<file path="src/rtl/multicycle_ctrl.sv">
// multicycle_ctrl: main FSM of the multi-cycle MIPS-subset core, with memory timeout trap and retire counter
module multicycle_ctrl #(
  parameter int MEM_TIMEOUT = 16,
  parameter int CNT_W = 32
) (
  input  logic             clk_i,
  input  logic             rst_i,
  input  logic [5:0]       instr_op_i,
  input  logic             alu_zero_i,
  input  logic             mem_ready_i,
  output logic             pc_write_o,
  output logic [1:0]       pc_src_o,
  output logic             ir_write_o,
  output logic             i_or_d_o,
  output logic             mem_req_o,
  output logic             mem_we_o,
  output logic             reg_write_o,
  output logic             reg_dst_o,
  output logic             mem_to_reg_o,
  output logic             alu_src_a_o,
  output logic [1:0]       alu_src_b_o,
  output logic [2:0]       alu_op_o,
  output logic             trap_o,
  output logic             bus_err_o,
  output logic [3:0]       state_o,
  output logic [CNT_W-1:0] retired_o
);
  localparam logic [3:0] FETCH = 4'd0, DECODE = 4'd1, EXEC_R = 4'd2, EXEC_I = 4'd3,
                         ADDR = 4'd4, MEM_RD = 4'd5, MEM_WR = 4'd6, WB_MEM = 4'd7,
                         WB_ALU = 4'd8, BRANCH = 4'd9, JUMP = 4'd10, TRAP = 4'd11;
  localparam int TW = $clog2(MEM_TIMEOUT + 1);
  logic [3:0] state, nxt;
  logic [TW-1:0] tcnt;
  logic mem_wait, tmo, retire, is_beq, is_bne;
  assign state_o = state;
  assign is_beq = instr_op_i == 6'b000100;
  assign is_bne = instr_op_i == 6'b000101;
  assign mem_wait = state == FETCH || state == MEM_RD || state == MEM_WR;
  assign tmo = mem_wait && !mem_ready_i && tcnt == TW'(MEM_TIMEOUT - 1);
  assign retire = nxt == FETCH && (state == WB_ALU || state == WB_MEM || state == MEM_WR ||
                                   state == BRANCH || state == JUMP);
  always_comb begin
    nxt = state;
    pc_write_o = 1'b0;
    pc_src_o = 2'd0;
    ir_write_o = 1'b0;
    i_or_d_o = 1'b0;
    mem_req_o = 1'b0;
    mem_we_o = 1'b0;
    reg_write_o = 1'b0;
    reg_dst_o = 1'b0;
    mem_to_reg_o = 1'b0;
    alu_src_a_o = 1'b0;
    alu_src_b_o = 2'd0;
    alu_op_o = 3'd0;
    case (state)
      FETCH: begin
        mem_req_o = 1'b1;
        alu_src_b_o = 2'd1;
        alu_op_o = 3'd7;
        ir_write_o = mem_ready_i;
        pc_write_o = mem_ready_i;
        nxt = mem_ready_i ? DECODE : FETCH;
      end
      DECODE: begin
        alu_src_b_o = 2'd3;
        alu_op_o = 3'd7;
        case (instr_op_i)
          6'b000000: nxt = EXEC_R;
          6'b001000, 6'b001011, 6'b001111, 6'b001101: nxt = EXEC_I;
          6'b100011, 6'b101011: nxt = ADDR;
          6'b000100, 6'b000101: nxt = BRANCH;
          6'b000010: nxt = JUMP;
          default: nxt = TRAP;
        endcase
      end
      EXEC_R: begin
        alu_src_a_o = 1'b1;
        nxt = WB_ALU;
      end
      EXEC_I: begin
        alu_src_a_o = 1'b1;
        alu_src_b_o = 2'd2;
        alu_op_o = instr_op_i == 6'b001011 ? 3'd2 :
                   instr_op_i == 6'b001111 ? 3'd4 :
                   instr_op_i == 6'b001101 ? 3'd5 : 3'd1;
        nxt = WB_ALU;
      end
      WB_ALU: begin
        reg_write_o = 1'b1;
        reg_dst_o = instr_op_i == 6'b000000;
        nxt = FETCH;
      end
      ADDR: begin
        alu_src_a_o = 1'b1;
        alu_src_b_o = 2'd2;
        alu_op_o = 3'd7;
        nxt = instr_op_i == 6'b100011 ? MEM_RD : MEM_WR;
      end
      MEM_RD: begin
        mem_req_o = 1'b1;
        i_or_d_o = 1'b1;
        nxt = mem_ready_i ? WB_MEM : MEM_RD;
      end
      WB_MEM: begin
        reg_write_o = 1'b1;
        mem_to_reg_o = 1'b1;
        nxt = FETCH;
      end
      MEM_WR: begin
        mem_req_o = 1'b1;
        mem_we_o = 1'b1;
        i_or_d_o = 1'b1;
        nxt = mem_ready_i ? FETCH : MEM_WR;
      end
      BRANCH: begin
        alu_src_a_o = 1'b1;
        pc_src_o = 2'd1;
        alu_op_o = is_beq ? 3'd3 : 3'd6;
        pc_write_o = (is_beq && alu_zero_i) || (is_bne && !alu_zero_i);
        nxt = FETCH;
      end
      JUMP: begin
        pc_write_o = 1'b1;
        pc_src_o = 2'd2;
        nxt = FETCH;
      end
      TRAP: nxt = TRAP;
      default: nxt = FETCH;
    endcase
    if (tmo) nxt = TRAP;
    // reset must block any write strobe immediately, not just after the next edge
    if (rst_i) begin
      pc_write_o = 1'b0;
      ir_write_o = 1'b0;
      reg_write_o = 1'b0;
      mem_we_o = 1'b0;
    end
  end
  always_ff @(posedge clk_i or posedge rst_i) begin
    if (rst_i) begin
      state <= FETCH;
      tcnt <= '0;
      retired_o <= '0;
      trap_o <= 1'b0;
      bus_err_o <= 1'b0;
    end else begin
      state <= nxt;
      tcnt <= (nxt != state || mem_ready_i || !mem_wait) ? '0 : tcnt + 1'b1;
      if (retire) retired_o <= retired_o + 1'b1;
      if (state == DECODE && nxt == TRAP) trap_o <= 1'b1;
      if (tmo) bus_err_o <= 1'b1;
    end
  end
endmodule

</file>
<file path="config.mk">
export PLATFORM = sky130hd
export DESIGN_NAME = multicycle_ctrl
export DESIGN_NICKNAME = d
export VERILOG_FILES = /design/src/rtl/multicycle_ctrl.sv
export SDC_FILE = /design/constraint.sdc
export NUM_CORES = 1
export LEC_CHECK = 0
export CELL_PAD_IN_SITES_DETAIL_PLACEMENT = 0
export CELL_PAD_IN_SITES_GLOBAL_PLACEMENT = 2
export CORE_ASPECT_RATIO = 2
export CORE_MARGIN = 3
export CORE_UTILIZATION = 27
export DETAILED_ROUTE_END_ITERATION = 10
export MAX_ROUTING_LAYER = met4
export PLACE_DENSITY_LB_ADDON = 0.08
export SYNTH_ARGS = -nofsm -noshare
export SYNTH_HDL_FRONTEND = slang
export SYNTH_SLANG_ARGS = --single-unit
</file>
<file path="constraint.sdc">
create_clock -name clk_i -period 2.3 [get_ports clk_i]
set_input_delay 0.23 -clock clk_i [delete_from_list [all_inputs] [get_ports clk_i]]
set_output_delay 0.23 -clock clk_i [all_outputs]
set_load 0.02 [all_outputs]
</file>
==> metrics <==
Clk Latency, worst-skew pair 290 ps; Syn Nets 288; post-synthesis adder-cell area fraction 1.467%; switching power 1.571 mW; initial antenna violation count 0; largest net degree at the start of global routing 18; DR vias/cell 4.896; Yosys top cell area share 42.05%; height of the chip 143.7 um; Seq cells post-synth 43; R2R Setup Slk 120 ps; Final Hold Fails 0; TritonCTS Buffers 5; routed length per instance 16.18 um; Leakage Power 1.781 nW; Seq/Total Area, Yosys 42.05%; CTS sink count 43; Worst VDD drop 0.0006767 V; # IOs 64; CP endpoint kind flip-flop; Internal Pwr Total 2.274 mW; Logic pwr share 52.6%; Required @ worst endpoint 2510 ps; Area Growth Syn to Fin 51.30%; Final HPWL DP 6015 um; R2R Path Start tcnt[0]; XOR/XNOR Fraction of Synth Area 11.98%; Mapped Area 2559 um2; Initial Utilization 28.01%; placer congestion estimate 0.7638; main combinational cell family by area after synthesis simple AND/OR/NAND/NOR gates; DRT Pass-1 Iters 4; worst rel slew slack 58.15%; Fmax achieved 459.3 MHz; die width 74.84 um; Synth Instances 275; # diodes 0; Reg-to-Reg End retired_o[22]; site row count 49; Port Buffers 63; ANT nets after route 0; critical path type reg -> reg; DIE AREA 10750 um2; # setup viols final 0; CTS clock-pin slew for the worst setup and hold paths 60 ps; Iter 0 DRT Violations 46; clk buf depth 2; worst hold margin 387.7 ps; max-slew violations 0; CTS HTree Levels 2; GR Overflow Total 0; ys flop type dfrtp_1; clock root cell clkbuf_16; MaxCap Viol Count 0; Routed WL 7817 um; Total Routing Usage GR 15.86%; CTS tree done; Clock power frac 18.1%; Max FO, Critical Path 8; first-pass GRT wire length 12590 um; Seq pwr share 29.3%; DRC 0; Tmin final 2177 ps; share of layout cells above drive strength 1 22.31%; worst clock skew 7.512 ps; CTS hold repair buffers 0; simple-gate share of the synthesized area 31.15%; Hold WC Path Type in -> async; sw frac 40.87%; Worst Reg-to-Reg Cells 10; CP Launch Type flip-flop; top post-synthesis cells by count 43 x dfrtp_1, 39 x nor2_1, 26 x xor2_1; core area 9135 um2; post-synthesis mux area share 1.222%; Synth Area in Compound Gates 8.068%; Yosys warnings 0; Pwr per Cell Area 993.2 nW/um2; Avg Inst Size Synth 9.304 um2; post-layout power 3.845 mW; total of fill cells in the finished design 936; nets 393; non-filler cells, final 483; Arr. time, crit path 2390 ps; Tightest Pin Transition 625.4 ps; post-route clock period utilization 94.66%; run status complete, no violations; Yosys cell types 50; final design utilization 42.38%; top-count cell post-synth dfrtp_1; EDFF count, synth 0; vias in the first global route 2479; largest cells by area after synthesis dfrtp_1 42%, xor2_1 8.9%, nor2_1 5.7%; vias 2365; Inst Count DP 470; unrepaired setup endpoints after global routing false; async set or reset register ratio after synthesis 100.0%; post-synth top area cell dfrtp_1
critical path, cell delays in order (launching register included):
cell      delay (ps)
dfrtp_1          380
ha_1             210
and3_4           190
ha_4             170
nand2b_4          80
o31ai_2           80
a21oi_4          260
buf_12           160
nand4_4          170
nor3_2           250
xnor2_1          140
power by group through the flow:
stage	combinational, mW	clock [mW]	sequential (mW)
6_report	2.02	0.695	1.13
5_1_grt	2.20	0.751	1.16
3_3_place_gp	1.96	0	1.14
2_1_floorplan	0.940	0	1.25
3_5_place_dp	1.97	0	1.14
4_1_cts	2.05	0.720	1.13
final cells by class:
cell class	count	area, um2	area share, %
Inverter	13	48.80	1.261
Tap cell	102	127.6	3.297
Timing Repair Buffer	107	1018	26.31
Clock buffer	6	128.9	3.329
Multi-Input combinational cell	210	1456	37.62
Clock inverter	2	12.51	0.3232
Sequential cell	43	1079	27.86
metal layers:
layer	track usage, %	part of all wire (%)
met1	16.97	38
met2	29.07	58
met3	1.611	2.7
met4	5.629	1.6
met5	-	0
kinds of logic after synthesis:
kind of cell,count (synthesis)
AO/OA/AOI/OAI,29
XOR/XNOR,35
AND/OR/NAND/NOR,139
buffers and inverters,23
flip-flops,43
multiplexers,3
adder cells (fa/ha/maj),3
sequential cells by signal, indices dropped and copies added (netlist names):
name,cells
bus_err_o,1
retired_o,32
state_o,4
tcnt,5
trap_o,1
how the worst max path moves through the flow:
stage / startpoint / end / depth (start not counted)
2_1_floorplan: state_o[1] / ir_write_o / 4
3_3_place_gp: instr_op_i[1] / alu_op_o[0] / 6
3_5_place_dp: instr_op_i[1] / alu_op_o[0] / 6
4_1_cts: tcnt[0] / retired_o[22] / 10
5_1_grt: tcnt[0] / retired_o[22] / 10
6_report: tcnt[0] / retired_o[22] / 10
stage by stage:
stage                     TNS, ps  cell area, um2  setup WS [ps]
after floorplan                 0            2559          39.67
after global placement     -133.2            3587         -92.08
after detailed placement   -285.8            3587         -88.16
after CTS                       0            3797          1.908
after global routing            0            3871          16.85
final                           0            3871          122.8
timing repair:
item | CTS | global route
resized for setup | 14 | 12
cloned | 0 | 1
endpoints found under the setup margin | 25 | 41
buffers inserted | 3 | 1
pin swaps | 7 | 5
cells in the final DEF (no fill, tap or decap), types with 5 or more instances in the layout:
master | synthesis | layout
clkdlybuf4s50_1 | 0 | 51
dfrtp_1 | 43 | 41
buf_4 | 1 | 40
nor2_1 | 39 | 39
xor2_1 | 26 | 26
nand2_1 | 20 | 20
nand3_1 | 17 | 17
inv_1 | 13 | 12
nor3_1 | 11 | 11
xnor2_1 | 9 | 9
nand2b_1 | 10 | 8
nor3_2 | 9 | 8
a21oi_1 | 8 | 8
dlygate4sd2_1 | 0 | 6
dlymetal6s2s_1 | 0 | 6
and3_1 | 6 | 5
nand4_1 | 5 | 5
o21ai_0 | 5 | 5
clkbuf_16 | 0 | 5
Note: power is estimated with default switching activity, not from simulation.
